==> config.mk <==
export PLATFORM = sky130hd
export DESIGN_NAME = trap_wave_sched
export DESIGN_NICKNAME = d
export VERILOG_FILES = /design/src/rtl/trap_pkg.sv /design/src/rtl/trap_flight_timer.sv /design/src/rtl/trap_wave_sched.sv
export SDC_FILE = /design/constraint.sdc
export NUM_CORES = 1
export LEC_CHECK = 0
export ABC_AREA = 1
export BUFFER_PORTS_ARGS = -buffer_cell sky130_fd_sc_hd__buf_2
export CAP_MARGIN = 10
export CORE_UTILIZATION = 59
export DETAILED_ROUTE_END_ITERATION = 8
export GPL_TIMING_DRIVEN = 0
export HOLD_SLACK_MARGIN = 0.02
export PLACE_DENSITY = 0.81
export RECOVER_POWER = 100
export SETUP_SLACK_MARGIN = 0.15
export SLEW_MARGIN = 20
export SYNTH_ARGS = -nofsm -noshare
export SYNTH_HDL_FRONTEND = slang
export SYNTH_SLANG_ARGS = --single-unit
==> constraint.sdc <==
create_clock -name Clk -period 2 [get_ports Clk]
set_input_delay 0 -clock Clk [delete_from_list [all_inputs] [get_ports Clk]]
set_output_delay 0 -clock Clk [all_outputs]
set_load 0.02 [all_outputs]
==> src/rtl/trap_pkg.sv <==
`default_nettype none
// ============================================================================
// Module   : trap_pkg
// Brief    : Shared types and constants for the trap wave scheduler.
// Revision : 1.0
// ============================================================================
package trap_pkg;

    localparam int FRAME_CNT_W  = 6;
    localparam int MAN_FOOT_OFS = 20;

    typedef enum logic [2:0] {
        ST_DISARMED = 3'd0,
        ST_ARMED    = 3'd1,
        ST_GAP      = 3'd2,
        ST_DRAIN    = 3'd3,
        ST_DONE     = 3'd4
    } wave_state_t;

endpackage
`default_nettype wire

==> src/rtl/trap_flight_timer.sv <==
`default_nettype none
// ============================================================================
// Module   : trap_flight_timer
// Brief    : Per-trap flight lifetime counter, FLIGHT_FRAMES ticks per launch.
// Revision : 1.0
// ============================================================================
module trap_flight_timer
    import trap_pkg::*;
#(
    parameter int FLIGHT_FRAMES = 63
) (
    input  logic Clk,
    input  logic Reset,
    input  logic clr,
    input  logic start,
    input  logic tick,
    output logic active,
    output logic done
);

    localparam logic [FRAME_CNT_W-1:0] c_CNT_LAST = FRAME_CNT_W'(FLIGHT_FRAMES - 1);
    localparam logic [FRAME_CNT_W-1:0] c_CNT_ONE  = FRAME_CNT_W'(1);

    logic [FRAME_CNT_W-1:0] cnt_q;
    logic [FRAME_CNT_W-1:0] cnt_d;
    logic                   active_q;
    logic                   active_d;
    logic                   done_d;

    // The launch edge itself is not counted; expiry lands on the FLIGHT_FRAMES-th later tick.
    always_comb begin
        cnt_d    = cnt_q;
        active_d = active_q;
        done_d   = 1'b0;
        if (clr) begin
            cnt_d    = '0;
            active_d = 1'b0;
        end else if (start) begin
            cnt_d    = '0;
            active_d = 1'b1;
        end else if (active_q && tick) begin
            if (cnt_q == c_CNT_LAST) begin
                cnt_d    = '0;
                active_d = 1'b0;
                done_d   = 1'b1;
            end else begin
                cnt_d = cnt_q + c_CNT_ONE;
            end
        end
    end

    always_ff @(posedge Clk or posedge Reset) begin
        if (Reset) begin
            cnt_q    <= '0;
            active_q <= 1'b0;
        end else begin
            cnt_q    <= cnt_d;
            active_q <= active_d;
        end
    end

    assign active = active_q;
    assign done   = done_d;

endmodule
`default_nettype wire

==> src/rtl/trap_wave_sched.sv <==
`default_nettype none
// ============================================================================
// Module   : trap_wave_sched
// Brief    : Frame-tick scheduler launching a fixed-order wave of flying traps.
// Revision : 1.0
// ============================================================================
module trap_wave_sched
    import trap_pkg::*;
#(
    parameter int         NUM_TRAPS     = 4,
    parameter int         GAP_FRAMES    = 8,
    parameter int         FLIGHT_FRAMES = 63,
    parameter logic [1:0] MAP_ID        = 2'b01,
    parameter int         TRIG_X_L      = 352,
    parameter int         TRIG_X_R      = 384,
    parameter int         TRIG_Y_U      = 192,
    parameter int         TRIG_Y_D      = 288
) (
    input  logic                 Clk,
    input  logic                 Reset,
    input  logic                 restart,
    input  logic                 frame_clk,
    input  logic [1:0]           inmap,
    input  logic [9:0]           man_x,
    input  logic [9:0]           man_y,
    input  logic                 hit,
    output logic [NUM_TRAPS-1:0] launch,
    output logic [NUM_TRAPS-1:0] active,
    output logic                 busy,
    output logic                 wave_done
);

    localparam int                     IDX_W      = 4;
    localparam logic [IDX_W-1:0]       c_LAST_IDX = IDX_W'(NUM_TRAPS - 1);
    localparam logic [IDX_W-1:0]       c_IDX_ONE  = IDX_W'(1);
    localparam logic [FRAME_CNT_W-1:0] c_GAP_LAST = FRAME_CNT_W'(GAP_FRAMES - 1);
    localparam logic [FRAME_CNT_W-1:0] c_GAP_ONE  = FRAME_CNT_W'(1);
    localparam logic [NUM_TRAPS-1:0]   c_ONE_HOT0 = NUM_TRAPS'(1);
    localparam logic [9:0]             c_X_L      = 10'(TRIG_X_L);
    localparam logic [9:0]             c_X_R      = 10'(TRIG_X_R);
    localparam logic [10:0]            c_Y_U      = 11'(TRIG_Y_U);
    localparam logic [10:0]            c_Y_D      = 11'(TRIG_Y_D);
    localparam logic [10:0]            c_FOOT     = 11'(MAN_FOOT_OFS);

    wave_state_t            state_q;
    wave_state_t            state_d;
    logic                   fc_q;
    logic                   fc_d;
    logic                   tick_q;
    logic                   tick_d;
    logic [IDX_W-1:0]       idx_q;
    logic [IDX_W-1:0]       idx_d;
    logic [FRAME_CNT_W-1:0] gap_cnt_q;
    logic [FRAME_CNT_W-1:0] gap_cnt_d;
    logic [NUM_TRAPS-1:0]   launch_q;
    logic [NUM_TRAPS-1:0]   launch_d;
    logic                   wave_done_q;
    logic                   wave_done_d;
    logic                   timer_clr;
    logic [NUM_TRAPS-1:0]   timer_active;
    logic [NUM_TRAPS-1:0]   timer_done;
    logic [10:0]            foot_y;
    logic                   trig;
    logic                   on_map;
    logic                   unused_done;

    // Widened by one bit so a player near the bottom edge cannot wrap into the box.
    assign foot_y = {1'b0, man_y} + c_FOOT;
    assign trig   = (man_x >= c_X_L) && (man_x <= c_X_R) &&
                    (foot_y >= c_Y_U) && (foot_y <= c_Y_D);
    assign on_map = (inmap == MAP_ID);

    always_comb begin
        state_d     = state_q;
        idx_d       = idx_q;
        gap_cnt_d   = gap_cnt_q;
        launch_d    = '0;
        wave_done_d = 1'b0;
        timer_clr   = 1'b0;
        fc_d        = frame_clk;
        tick_d      = frame_clk & ~fc_q;

        if (restart) begin
            state_d   = ST_DISARMED;
            idx_d     = '0;
            gap_cnt_d = '0;
            timer_clr = 1'b1;
            fc_d      = 1'b0;
            tick_d    = 1'b0;
        end else begin
            case (state_q)
                ST_DISARMED: begin
                    if (on_map) begin
                        state_d = ST_ARMED;
                    end
                end
                ST_ARMED, ST_GAP, ST_DRAIN: begin
                    if (!on_map) begin
                        state_d   = ST_DISARMED;
                        idx_d     = '0;
                        gap_cnt_d = '0;
                        timer_clr = 1'b1;
                    end else if (hit) begin
                        state_d     = ST_DONE;
                        idx_d       = '0;
                        gap_cnt_d   = '0;
                        timer_clr   = 1'b1;
                        wave_done_d = 1'b1;
                    end else if (state_q == ST_ARMED) begin
                        if (tick_q && trig) begin
                            launch_d  = c_ONE_HOT0;
                            idx_d     = c_IDX_ONE;
                            gap_cnt_d = '0;
                            state_d   = (NUM_TRAPS == 1) ? ST_DRAIN : ST_GAP;
                        end
                    end else if (state_q == ST_GAP) begin
                        if (tick_q) begin
                            if (gap_cnt_q == c_GAP_LAST) begin
                                launch_d  = c_ONE_HOT0 << idx_q;
                                gap_cnt_d = '0;
                                idx_d     = idx_q + c_IDX_ONE;
                                if (idx_q == c_LAST_IDX) begin
                                    state_d = ST_DRAIN;
                                end
                            end else begin
                                gap_cnt_d = gap_cnt_q + c_GAP_ONE;
                            end
                        end
                    end else if (timer_active == '0) begin
                        state_d     = ST_DONE;
                        wave_done_d = 1'b1;
                    end
                end
                ST_DONE: begin
                end
                default: begin
                    state_d = ST_DISARMED;
                end
            endcase
        end
    end

    always_ff @(posedge Clk or posedge Reset) begin
        if (Reset) begin
            state_q     <= ST_DISARMED;
            fc_q        <= 1'b0;
            tick_q      <= 1'b0;
            idx_q       <= '0;
            gap_cnt_q   <= '0;
            launch_q    <= '0;
            wave_done_q <= 1'b0;
        end else begin
            state_q     <= state_d;
            fc_q        <= fc_d;
            tick_q      <= tick_d;
            idx_q       <= idx_d;
            gap_cnt_q   <= gap_cnt_d;
            launch_q    <= launch_d;
            wave_done_q <= wave_done_d;
        end
    end

    for (genvar gi = 0; gi < NUM_TRAPS; gi++) begin : g_trap
        trap_flight_timer #(
            .FLIGHT_FRAMES(FLIGHT_FRAMES)
        ) u_timer (
            .Clk    (Clk),
            .Reset  (Reset),
            .clr    (timer_clr),
            .start  (launch_d[gi]),
            .tick   (tick_q),
            .active (timer_active[gi]),
            .done   (timer_done[gi])
        );
    end

    assign unused_done = ^timer_done;

    assign launch    = launch_q;
    assign active    = timer_active;
    assign busy      = (state_q == ST_GAP) || (state_q == ST_DRAIN);
    assign wave_done = wave_done_q;

endmodule
`default_nettype wire

== Word level (Yosys, flattened, before mapping) ==
Index checks and enable logic that the tools add are counted.

* Add/subtract/negate cells: 7
* $lt $le $gt $ge: 4
* Eq/ne operators: 22
* Shift-type cells: 1
* Multiplexer cells: 84
* Bitwise logic cells: 2
* Reduce and logical (&&, ||, !) cells: 28

{| class="wikitable"
|+ Operators by type and width
! operator !! count
|-
| $mux 6 || 25
|-
| $mux 4 || 17
|-
| $mux 3 || 11
|-
| $add 6x1->6 const B || 5
|-
| $mux 1 || 30
|-
| $ne 7x7->1 const B || 4
|-
| $eq 6x6->1 const B || 4
|-
| $reduce_bool 3->1 || 8
|-
| $add 10x5->11 const B || 1
|-
| $ge 11x8->1 const B || 1
|-
| $le 11x9->1 const B || 1
|-
| $ge 10x9->1 const B || 1
|-
| $le 10x9->1 const B || 1
|-
| $ne 5x3->1 const B || 2
|-
| $ne 5x4->1 const B || 2
|-
| $pmux 3 s3 || 1
|-
| $logic_and 1x1->1 || 8
|-
| $reduce_and 2->1 || 4
|-
| $reduce_and 7->1 || 1
|-
| $eq 3x2->1 const B || 2
|-
| $eq 6x3->1 const B || 1
|-
| $ne 6x6->1 const B || 1
|-
| $reduce_and 5->1 || 1
|-
| $add 4x1->4 const B || 1
|-
| other kinds (15) || 15
|}

* Flip-flop bits (word level): 48
* Input bits: 27
* Output and inout port bits: 10
* Word-level logic and storage cells: 163

== Longest topological paths before layout ==
Gate-level depths: netlist of run 1.

* Word-level depth: 13
* Gate-level depth with buffers: 16

== Modules after synthesis ==
Synthesis of run 1 repeated with hierarchy kept, for this count alone.

* Cell total of the unflattened synthesis: 420
* Area total of the unflattened synthesis: 3,185.6 µm²

{| class="wikitable"
|+ Modules (own cells, without submodules)
! module !! times used !! cells an instance !! area each (µm²)
|-
| trap_flight_timer || 4 || 56 || 429.2
|-
| trap_wave_sched || 1 || 196 || 1,468.9
|}

== Least setup slack after synthesis of run 1 ==
OpenSTA, ideal clock, no wires.

* Kind: register -> register
* From: register gap_cnt_q[0]
* To: register g_trap[0].u_timer.cnt_q[2]
* Arrival: 1.703 ns
* Path slack: 0.177 ns
* Cell stages (with the launch flop): 14
* Period minus slack after synthesis: 1.823 ns
* Cells stage by stage: dfrtp_1 ha_1 nand2_1 clkinv_1 nand4_4 nor3_1 nand2_1 a21oi_2 nand2_2 nand3_2 buf_6 nand3_1 nand2_1 nor2_2

* Cells in the longest elaborated chain, start to end: 11
* Elaborated cells on any way between the ends: 12
* Those cells by class: 1 x eq/ne; 10 x mux; 1 x reduce/logical

{| class="wikitable"
|+ RTL lines
! item !! RTL line !! source
|-
| start, declared || trap_wave_sched.sv:53 || <nowiki>logic [FRAME_CNT_W-1:0] gap_cnt_q;</nowiki>
|-
| start signal, assigned || trap_wave_sched.sv:157 || <nowiki>gap_cnt_q <= gap_cnt_d;</nowiki>
|-
| $eq 6x3->1 (*) || trap_wave_sched.sv:118 || <nowiki>if (gap_cnt_q == c_GAP_LAST) begin</nowiki>
|-
| $mux 4 (*) || trap_wave_sched.sv:118 ||
|-
| $mux 4 (*) || trap_wave_sched.sv:117 || <nowiki>if (tick_q) begin</nowiki>
|-
| $mux 4 (*) || trap_wave_sched.sv:116 || <nowiki>end else if (state_q == ST_GAP) begin</nowiki>
|-
| $mux 4 (*) || trap_wave_sched.sv:109 || <nowiki>end else if (state_q == ST_ARMED) begin</nowiki>
|-
| $mux 4 (*) || trap_wave_sched.sv:103 || <nowiki>end else if (hit) begin</nowiki>
|-
| $mux 4 (*) || trap_wave_sched.sv:98 || <nowiki>if (!on_map) begin</nowiki>
|-
| $mux 4 (*) || trap_wave_sched.sv:91 || <nowiki>case (state_q)</nowiki>
|-
| $mux 4 (*) || trap_wave_sched.sv:83 || <nowiki>if (restart) begin</nowiki>
|-
| $mux 6 || trap_flight_timer.sv:38 || <nowiki>end else if (start) begin</nowiki>
|-
| $mux 6 || trap_flight_timer.sv:35 || <nowiki>if (clr) begin</nowiki>
|-
| end signal, assigned || trap_flight_timer.sv:57 || <nowiki>cnt_q <= cnt_d;</nowiki>
|-
| end, declared || trap_flight_timer.sv:24 || <nowiki>logic [FRAME_CNT_W-1:0] cnt_q;</nowiki>
|}

Mark *: on every way between the ends. The rest lies on a longest branch, timed or not.
A chain may end at the register's enable or synchronous reset.

== Worst setup path after layout of run 1 ==
* From: register gap_cnt_q[1]
* To: register g_trap[0].u_timer.cnt_q[2]

The elaborated chain is that of the path after synthesis.

==> results.toml, run 1 <==
[route]
final_antenna_net_count = 0
drt_pass1_iterations = 6
drt_iter0_drc = 313
drc = 0
routed_wl_um = 7910
vias = 3129
vias_per_cell = 5.54
wl_per_cell_um = 14.0

[yosys]
syn_nets = 460
synthFlopType = "dfrtp_1"
seq_area_frac_synth_pct = 38.4
syn_inst = 423
yosysTopAreaCell = "dfrtp_1"
synth_edf_count = 0
async_flop_share_pct = 100
synth_top_area_share_pct = 38.4
ys_seq_elements = 48
synthTopCellsByArea = "dfrtp_1 38%, nand2_1 11%, inv_1 7.2%"
synth_cell_type_count = 38
yosysWarnings = 0
netlist_area_um2 = 3130
avgSynthCellArea_um2 = 7.39

[timing]
rsz0062_at_grt = "true"
max_freq_ghz = 0.522
finalHoldViolCount = 0
fin_tns_setup_ns = 0
report.final.slew_viol_count = 0
tightest_slew_ns = 0.764
skew_ns = 0.00774
setup_viol = 0
post-route-min-period_ns = 1.91
max-slew-margin-rel_pct = 49.0
min_period_over_period_pct = 95.7

[setup_path]
crit_required_ns = 2.20
cpMostUsedCell = "nand2_2"
cp-start-kind = "flip-flop"
worstSetupPathType = "reg -> reg"
path_cells = "ha_4 > nand2_2 > inv_2 > nand4_4 > nor3_4 > nand2_1 > a21oi_2 > nand2_2 > nand3_4 > buf_6 > nand3_2 > nand2_2 > nor2_2"
crit_arrival_ns = 2.11
cp_top_family = "simple AND/OR/NAND/NOR gates"
endpoint_kind = "flip-flop"
slowest_stage = "dfrtp_1"
cp_num_buf_inv = 2
cpPeakStageDelay_ns = 0.40
crit_fanout = 5

[placement]
place_area_um2 = 3410
dp_hpwl_um = 5070
gp_congestion = 0.901
io_buffers = 36

[floorplan]
ios = 37
core_um2 = 5110
dieArea_um2 = 5590
die_w_um = 74.8
die_y_um = 74.8
rows = 26
initial_utilization_pct = 61.2

[clock_tree]
insertion_delay_ns = 0.30
cts-htree-levels = 2
cts_tree = "yes"
clock_sinks = 48
clk_pin_slew_ns = 0.09
cts_root_buf = "clkbuf_8"
cts-buffers-inserted = 5
cts.path.max_buffers = 2

[final_layout]
multi_input_area_um2 = 1800
final_area_um2 = 3910
layout_commonest_cell = "nand2_1"
fin_nets = 531
diodes = 0
fillerInstances = 362
drive_above_1_share_pct = 25.9
syn_to_final_growth_pct = 25.1
regArea_um2 = 1200
layout_common_cells = "87 x nand2_1, 59 x inv_1, 46 x dfrtp_1"
utilization_pct = 76.6

[power_and_ir_drop]
peakVddDrop_mv = 0.378
p_per_area_nw_per_um2 = 604
power.total_uw = 2360
p_leak_uw = 0.00197

[global_route]
overflow = 0
grt_max_degree = 30
gr-usage-all-layers_pct = 26.5
grt_antenna_before_repair = 0
grt_pass1_vias = 2603
grt_pass1_wl_um = 11300

[run]
maxCapViolCount = 0

[worst_hold_path]
hold_class = "in -> reg"

[status]
status = "finished, final reports clean"
-- sequential cells by signal, indices dropped and copies added, names as in the netlist --
signal,cells
g_trap.u_timer.cnt_q,24
wave_done,1
tick_q,1
state_q,3
idx_q,4
g_trap.u_timer.active,4
fc_q,1
gap_cnt_q,6
launch,4
-- cell families after synthesis --
kind of cell,after synthesis,share of synthesized area [%]
buffers and inverters,77,10.5
AOI/OAI and AO/OA,41,7.73
muxes,1,0.320
adders and majority gates,10,4.00
xor gates and xnor gates,6,1.68
DFF,48,38.4
and+or+nand+nor,240,37.3
-- power by group --
group          internal (uW)  switching, uW
combinational            244            467
sequential               999           40.2
clock                    281            329
total                   1530            836
-- tightest hold or removal path: stages --
cell and delay [ns]:
buf_2 0.12, nor2_4 0.05, nand3_1 0.09, nor2_1 0.05
-- synthesized netlist by cell type, types with 2 or more instances --
master and number:
inv_1 60, xor2_1 6, nor4_1 4, nand3_1 34, nand2_1 95, o21ai_1 2, o21ai_0 20, a21oi_1 9
nand4_1 21, o31ai_1 2, clkinv_1 3, nand3_2 5, nor3_1 14, buf_6 2, nor2_4 3, nand2_2 5
dfrtp_1 48, o22ai_1 2, inv_2 4, a21oi_2 2, buf_4 6, ha_1 10, nor2_1 46, nor2_2 4
nand4_2 2, buf_2 2
-- worst paths after layout --
path / start / depth (start not counted) / to / slack (ns)
min in group asynchronous: Reset / 3 / g_trap[2].u_timer.cnt_q[3] / 0.39
max in group asynchronous: Reset / 4 / state_q[2] / 0.41
worst min-delay path: restart / 4 / wave_done / 0.04
worst max-delay path: gap_cnt_q[1] / 13 / g_trap[0].u_timer.cnt_q[2] / 0.09
worst max register to register: gap_cnt_q[1] / 13 / g_trap[0].u_timer.cnt_q[2] / 0.09
worst min register to register: fc_q / 1 / tick_q / 0.40
-- per-stage QoR --
step | hold WS, ns | instances | setup WS [ns]
after global routing | 0.0364 | 565 | -0.0430
after floorplan | 0.123 | 423 | 0.177
final | 0.0357 | 565 | 0.0852
after CTS | 0.0258 | 552 | 0.153
after detailed placement | 0.0406 | 530 | -0.0111
after global placement | 0.230 | 529 | 0.0236
-- final cells by class --
class,count,area share (%)
multi-input combinational,299,46.0
sequential,48,30.8
timing repair buffer,63,10.0
inverter,67,6.43
tap,70,2.24
clock buffer,7,2.21
buffer,10,2.08
clock inverter,1,0.192
-- per-layer routing --
| metal | routed length [um] | track usage (%) | up-vias | share of wire (%) |
|---|---|---|---|---|
| met5 | 0 | 0 | - | 0 |
| met4 | 211 | 9.64 | 0 | 2.7 |
| met3 | 404 | 5.62 | 24 | 5.1 |
| met2 | 3990 | 45.5 | 118 | 50 |
| met1 | 3300 | 33.0 | 1464 | 42 |
| li1 | - | - | 1523 | - |
-- what timing repair did --
action / CTS / global route
resized for setup: 10 / 43
buffers inserted: 10 / 13
pin swaps: 8 / 13
setup endpoints to repair: 23 / 40
endpoints found under the hold margin: 21 / 0
gates cloned: 2 / 0
hold buffers: 2 / 0
(Power assumes the default switching activity.)
==> run 2: changes to the inputs <==
Settings changed: CELL_PAD_IN_SITES_DETAIL_PLACEMENT from default to 1, CELL_PAD_IN_SITES_GLOBAL_PLACEMENT from default to 2, CORE_ASPECT_RATIO from default to 0.7, CORE_UTILIZATION 59 to 34, PLACE_DENSITY 0.81 to default, PLACE_DENSITY_LB_ADDON from default to 0.1.
==> run 2 against run 1 <==
Core utilization fell by 29 points. Total power rose by 13%. First-iteration DRC count fell by 67%. Fmax rose by 1.6%. Sequential power barely moved. Count of clock-buffer cells in the layout fell by 1. Critical path depth fell by 1. Sequential share of layout area fell by 1.5 points. Highest routed layer unchanged.
==> results.toml, run 2 (synthesis gave the netlist of run 1 again) <==
[final_layout]
regArea_um2 = 1200
final_area_um2 = 4110
diodes = 0
multi_input_area_um2 = 1790
fillerInstances = 1085
layout_common_cells = "90 x nand2_1, 58 x inv_1, 46 x dfrtp_1"
utilization_pct = 47.3
drive_above_1_share_pct = 26.9
fin_nets = 542
layout_commonest_cell = "nand2_1"
top_register = "g_trap.u_timer.cnt_q"
syn_to_final_growth_pct = 31.5
largest_register_ffs = 24
largestRegisters = "g_trap.u_timer.cnt_q: 24 flops, gap_cnt_q: 6 flops"

[setup_path]
worstSetupPathType = "reg -> reg"
endpoint = "g_trap[1].u_timer.cnt_q[5]"
crit_arrival_ns = 2.07
r2r_setup_slack_ns = 0.12
crit_fanout = 6
slowest_stage = "dfrtp_1"
cp_num_buf_inv = 3
r2r-start = "gap_cnt_q[0]"
crit_required_ns = 2.18
cpPeakStageDelay_ns = 0.41
cp-start-kind = "flip-flop"
endpoint_kind = "flip-flop"
cp-startpoint = "gap_cnt_q[0]"
crit_cells = 12
r2r_end = "g_trap[1].u_timer.cnt_q[5]"
r2r_cells = 12
cp_top_family = "simple AND/OR/NAND/NOR gates"
path_cells = "ha_4 > nand2_2 > clkinv_2 > nand4_4 > nor3_4 > buf_4 > nand4_4 > buf_4 > nand3_2 > nand3_1 > nand2_1 > nor2_1"

[timing]
timing.hold.ws_ns = 0.0437
finalHoldViolCount = 0
setup_slack_ns = 0.116
min_period_over_period_pct = 94.2
rsz0062_at_grt = "true"
max_freq_ghz = 0.531
report.final.slew_viol_count = 0
setup_viol = 0
max-slew-margin-rel_pct = 37.3
skew_ns = 0.00833
tightest_slew_ns = 0.939
post-route-min-period_ns = 1.88

[placement]
gp_congestion = 0.788
place_area_um2 = 3480
place_ws_ns = -0.236
io_buffers = 36
dp_hpwl_um = 6410

[global_route]
grt_max_degree = 26
grt_pass1_wl_um = 15100
gr-usage-all-layers_pct = 20.3
overflow = 0
grt_pass1_vias = 3122
grt_antenna_before_repair = 0

[power_and_ir_drop]
p_sw_uw = 915
p_seq_share_pct = 38.9
switching_share_pct = 34.2
intPower_uw = 1760
p_per_area_nw_per_um2 = 652
power_frac_clock_pct = 32.5
p_leak_uw = 0.00207
peakVddDrop_mv = 0.357
p_comb_share_pct = 28.6

[floorplan]
rows = 28
initial_utilization_pct = 36.0
ios = 37
core_um2 = 8690
die_y_um = 82.2
die_w_um = 117
dieArea_um2 = 9590

[run]
maxCapViolCount = 0

[route]
drt_pass1_iterations = 4
vias_per_cell = 4.93
vias = 3085
routed_wl_um = 9130
wl_per_cell_um = 14.6
drc = 0
drt_iter0_drc = 102
final_antenna_net_count = 0

[clock_tree]
clk_pin_slew_ns = 0.07
clock_sinks = 48
cts-buffers-inserted = 5
cts.path.max_buffers = 2
cts_root_buf = "clkbuf_16"
insertion_delay_ns = 0.29
cts-htree-levels = 2
cts_tree = "yes"

[status]
status = "finished, final reports clean"

[worst_hold_path]
hold_class = "in -> reg"
[run 2: cell count changes in the layout (fill, tap and decap cells not counted), moves of 2 or more]
cell and change:
buf_4 +13, buf_6 -3, clkbuf_16 +5, clkbuf_8 -5
clkinv_2 +3, nand2_1 +3, nand2_2 -4, nor2_1 +2
nor2_2 -2, o21ai_0 -2, o21ai_1 +2
[run 2: metal layers]
metal | part of all wire, % | up-vias | wire length (um) | track usage [%]
li1 | - | 1545 | - | -
met3 | 2.7 | 9 | 250 | 3.36
met5 | 0 | - | 0 | 0
met2 | 43 | 40 | 3940 | 31.8
met4 | 0.93 | 0 | 85 | 4.18
met1 | 53 | 1491 | 4860 | 29.3
[run 2: worst min path at each step]
stage / endpoint / cells after the start / start
after floorplan: fc_q / 2 / frame_clk
after global placement: fc_q / 3 / frame_clk
after CTS: wave_done / 4 / restart
after global routing: wave_done / 4 / restart
after detailed placement: g_trap[0].u_timer.cnt_q[5] / 2 / Reset
final: wave_done / 4 / restart
[run 2: worst register-to-register path: stages (launching register included)]
cell and delay, ns:
dfrtp_1 0.41, ha_4 0.16, nand2_2 0.05, clkinv_2 0.07, nand4_4 0.15, nor3_4 0.18
buf_4 0.15, nand4_4 0.11, buf_4 0.18, nand3_2 0.11, nand3_1 0.09, nand2_1 0.07
nor2_1 0.04
[run 2: repair_timing]
item / in CTS / in global routing
pin swaps: 8 / 17
gates cloned: 1 / 1
setup endpoints to repair: 31 / 38
hold buffers: 2 / 0
buffers inserted: 18 / 16
endpoints found under the hold margin: 25 / 0
gates resized for setup: 27 / 25
[run 2: area by class of cell]
type / instances / share of cell area, %
Multi-Input combinational cell: 299 / 43.6
Sequential cell: 48 / 29.3
Timing Repair Buffer: 74 / 11.6
Inverter: 67 / 6.33
Tap cell: 120 / 3.65
Clock buffer: 6 / 3.38
Buffer: 10 / 1.98
Clock inverter: 2 / 0.243
[run 2: power groups by stage]
stage | Sequential [uW] | Combinational, uW | Clock (uW)
2_1_floorplan | 1050 | 399 | 0
3_3_place_gp | 1050 | 565 | 0
3_5_place_dp | 1050 | 577 | 0
4_1_cts | 1040 | 672 | 901
5_1_grt | 1050 | 837 | 938
6_report | 1040 | 767 | 872
[run 2: through the flow]
stage	TNS [ns]	cells	total power, uW
finish	0	626	2680
global route	-0.0281	626	2820
CTS	0	609	2610
detailed placement	-2.20	580	1630
global placement	-1.48	579	1620
floorplan	0	423	1440
==> run 3: changes to the inputs <==
Settings changed: CORE_ASPECT_RATIO 0.7 to 1.4.
==> run 3 against run 2 <==
Flip-flop and latch count unchanged. Final area down 0.15%. Global-route usage down 0.67 points. First-iteration DRC count down 17%. Via count down 0.32%. Combinational power down 1%. Clock skew down 0.0017 ns. Largest cell class unchanged. Die area about the same. Core utilization down 1.6 points. Hold slack better by 0.027 ns.
==> results.toml, run 3 (synthesis gave the netlist of run 1 again) <==
[clock_tree]
cts-htree-levels = 2
cts-buffers-inserted = 5
cts_root_buf = "clkbuf_16"
cts_tree = "yes"
clk_pin_slew_ns = 0.07
insertion_delay_ns = 0.30
cts.path.max_buffers = 2
clock_sinks = 48

[timing]
max_freq_ghz = 0.529
rsz0062_at_grt = "true"
skew_ns = 0.00659
max-slew-margin-rel_pct = 14.6
min_period_over_period_pct = 94.6
tightest_slew_ns = 1.28
post-route-min-period_ns = 1.89
finalHoldViolCount = 0
setup_viol = 0
report.final.slew_viol_count = 0

[final_layout]
instances_no_fill = 616
layout_common_cells = "89 x nand2_1, 59 x inv_1, 46 x dfrtp_1"
drive_above_1_share_pct = 26.5
syn_to_final_growth_pct = 31.3
layout_commonest_cell = "nand2_1"
fin_nets = 545
final_area_um2 = 4110
largestRegisters = "g_trap.u_timer.cnt_q: 24 flops, gap_cnt_q: 6 flops"
top_register = "g_trap.u_timer.cnt_q"
largest_register_ffs = 24
diodes = 0

[global_route]
gr-usage-all-layers_pct = 19.6
grt_pass1_vias = 3244
overflow = 0
grt_antenna_before_repair = 0
use_met1_pct = 23.0
grt_max_degree = 31
grt_pass1_wl_um = 15200
use_met3_pct = 2.85
grt_util_met2_pct = 36.3
busiest_layer = "met2"

[worst_hold_path]
whs_path_depth = 4
hold_class = "in -> reg"
min-delay-start = "restart"

[floorplan]
die_w_um = 83.0
initial_utilization_pct = 34.8
rows = 41
die_y_um = 115
ios = 37
dieArea_um2 = 9590
core_um2 = 8980

[power_and_ir_drop]
p_leak_uw = 0.00207
p_per_area_nw_per_um2 = 656
peakVddDrop_mv = 0.427

[route]
drt_iter0_drc = 85
drc = 0
final_antenna_net_count = 0
drt_pass1_iterations = 4
vias_per_cell = 4.99
wl_per_cell_um = 14.6
vias = 3075
routed_wl_um = 8980

[setup_path]
endpoint_kind = "flip-flop"
cp_num_buf_inv = 2
worstSetupPathType = "reg -> reg"
crit_cells = 10
r2r-start = "gap_cnt_q[1]"
crit_arrival_ns = 2.08
crit_required_ns = 2.19
slowest_stage = "dfrtp_1"
cp_top_family = "simple AND/OR/NAND/NOR gates"
cp-start-kind = "flip-flop"
cpPeakStageDelay_ns = 0.41
cp-startpoint = "gap_cnt_q[1]"
crit_fanout = 5
r2r_cells = 10
path_cells = "ha_4 > nand2_2 > clkinv_2 > nand4_4 > nor3_4 > buf_4 > nand4_2 > nand3_1 > nand2_1 > and3b_1"

[placement]
post-place-cells = 567
dp_hpwl_um = 6320
place_area_um2 = 3470
gp_congestion = 0.795
io_buffers = 36

[status]
status = "finished, final reports clean"

[run]
maxCapViolCount = 0
run 3: cell types whose count changed in the layout (fill, tap and decap cells not counted), sizes merged:
cell	change
buf	+2
clkbuf	+1
run 3: worst register-to-register path: cells and delay by family (launching register included):
| family | cells | cell delay (ns) |
|---|---|---|
| fa+ha+maj | 1 | 0.17 |
| buf+inv | 2 | 0.21 |
| flops | 1 | 0.41 |
| simple gates | 7 | 1.00 |
run 3: stage by stage:
stage          setup WS (ns)  util (%)  hold WS [ns]  setup TNS, ns  total power, uW
2_1_floorplan          0.177         -         0.123              0             1440
3_3_place_gp          -0.144      38.3         0.228          -1.06             1620
3_5_place_dp          -0.167      38.6         0.159          -1.69             1640
4_1_cts               0.0916      43.8        0.0730              0             2630
5_1_grt             -0.00720      45.7        0.0857        -0.0147             2840
6_report               0.108      45.7        0.0705              0             2690
run 3: metal layers:
metal,vias to the layer above,share of wire (%)
met3,15,2.7
met1,1469,44
li1,1542,-
met4,0,2.3
met5,-,0
met2,49,51
run 3: area by class of cell:
type / count / area (um^2)
Sequential cell: 48 / 1200
Clock buffer: 6 / 139
Inverter: 67 / 262
Clock inverter: 2 / 13.8
Fill cell: 1135 / 4870
Buffer: 10 / 81.3
Tap cell: 107 / 134
Multi-Input combinational cell: 299 / 1760
Timing Repair Buffer: 77 / 508
run 3: final timing paths:
check / to / slack [ns]
setup / recovery: g_trap[1].u_timer.cnt_q[2] / 0.11
hold / removal: wave_done / 0.07
setup reg to reg: g_trap[1].u_timer.cnt_q[2] / 0.11
hold reg to reg: tick_q / 0.41
max in group asynchronous: state_q[2] / 0.56
min in group asynchronous: g_trap[1].u_timer.cnt_q[5] / 0.60
run 3: power by group:
group	internal [uW]	switching, uW
logic	281	476
clock network	501	392
registers	1000	40.1
total	1780	908
run 3: repair_timing:
| action | CTS | global route |
|---|---|---|
| gates cloned | 1 | 1 |
| gates resized for setup | 31 | 22 |
| hold buffers | 2 | 0 |
| buffers inserted | 20 | 17 |
| endpoints found under the hold margin | 31 | 0 |
| pin swaps | 14 | 10 |
| endpoints found under the setup margin | 34 | 34 |
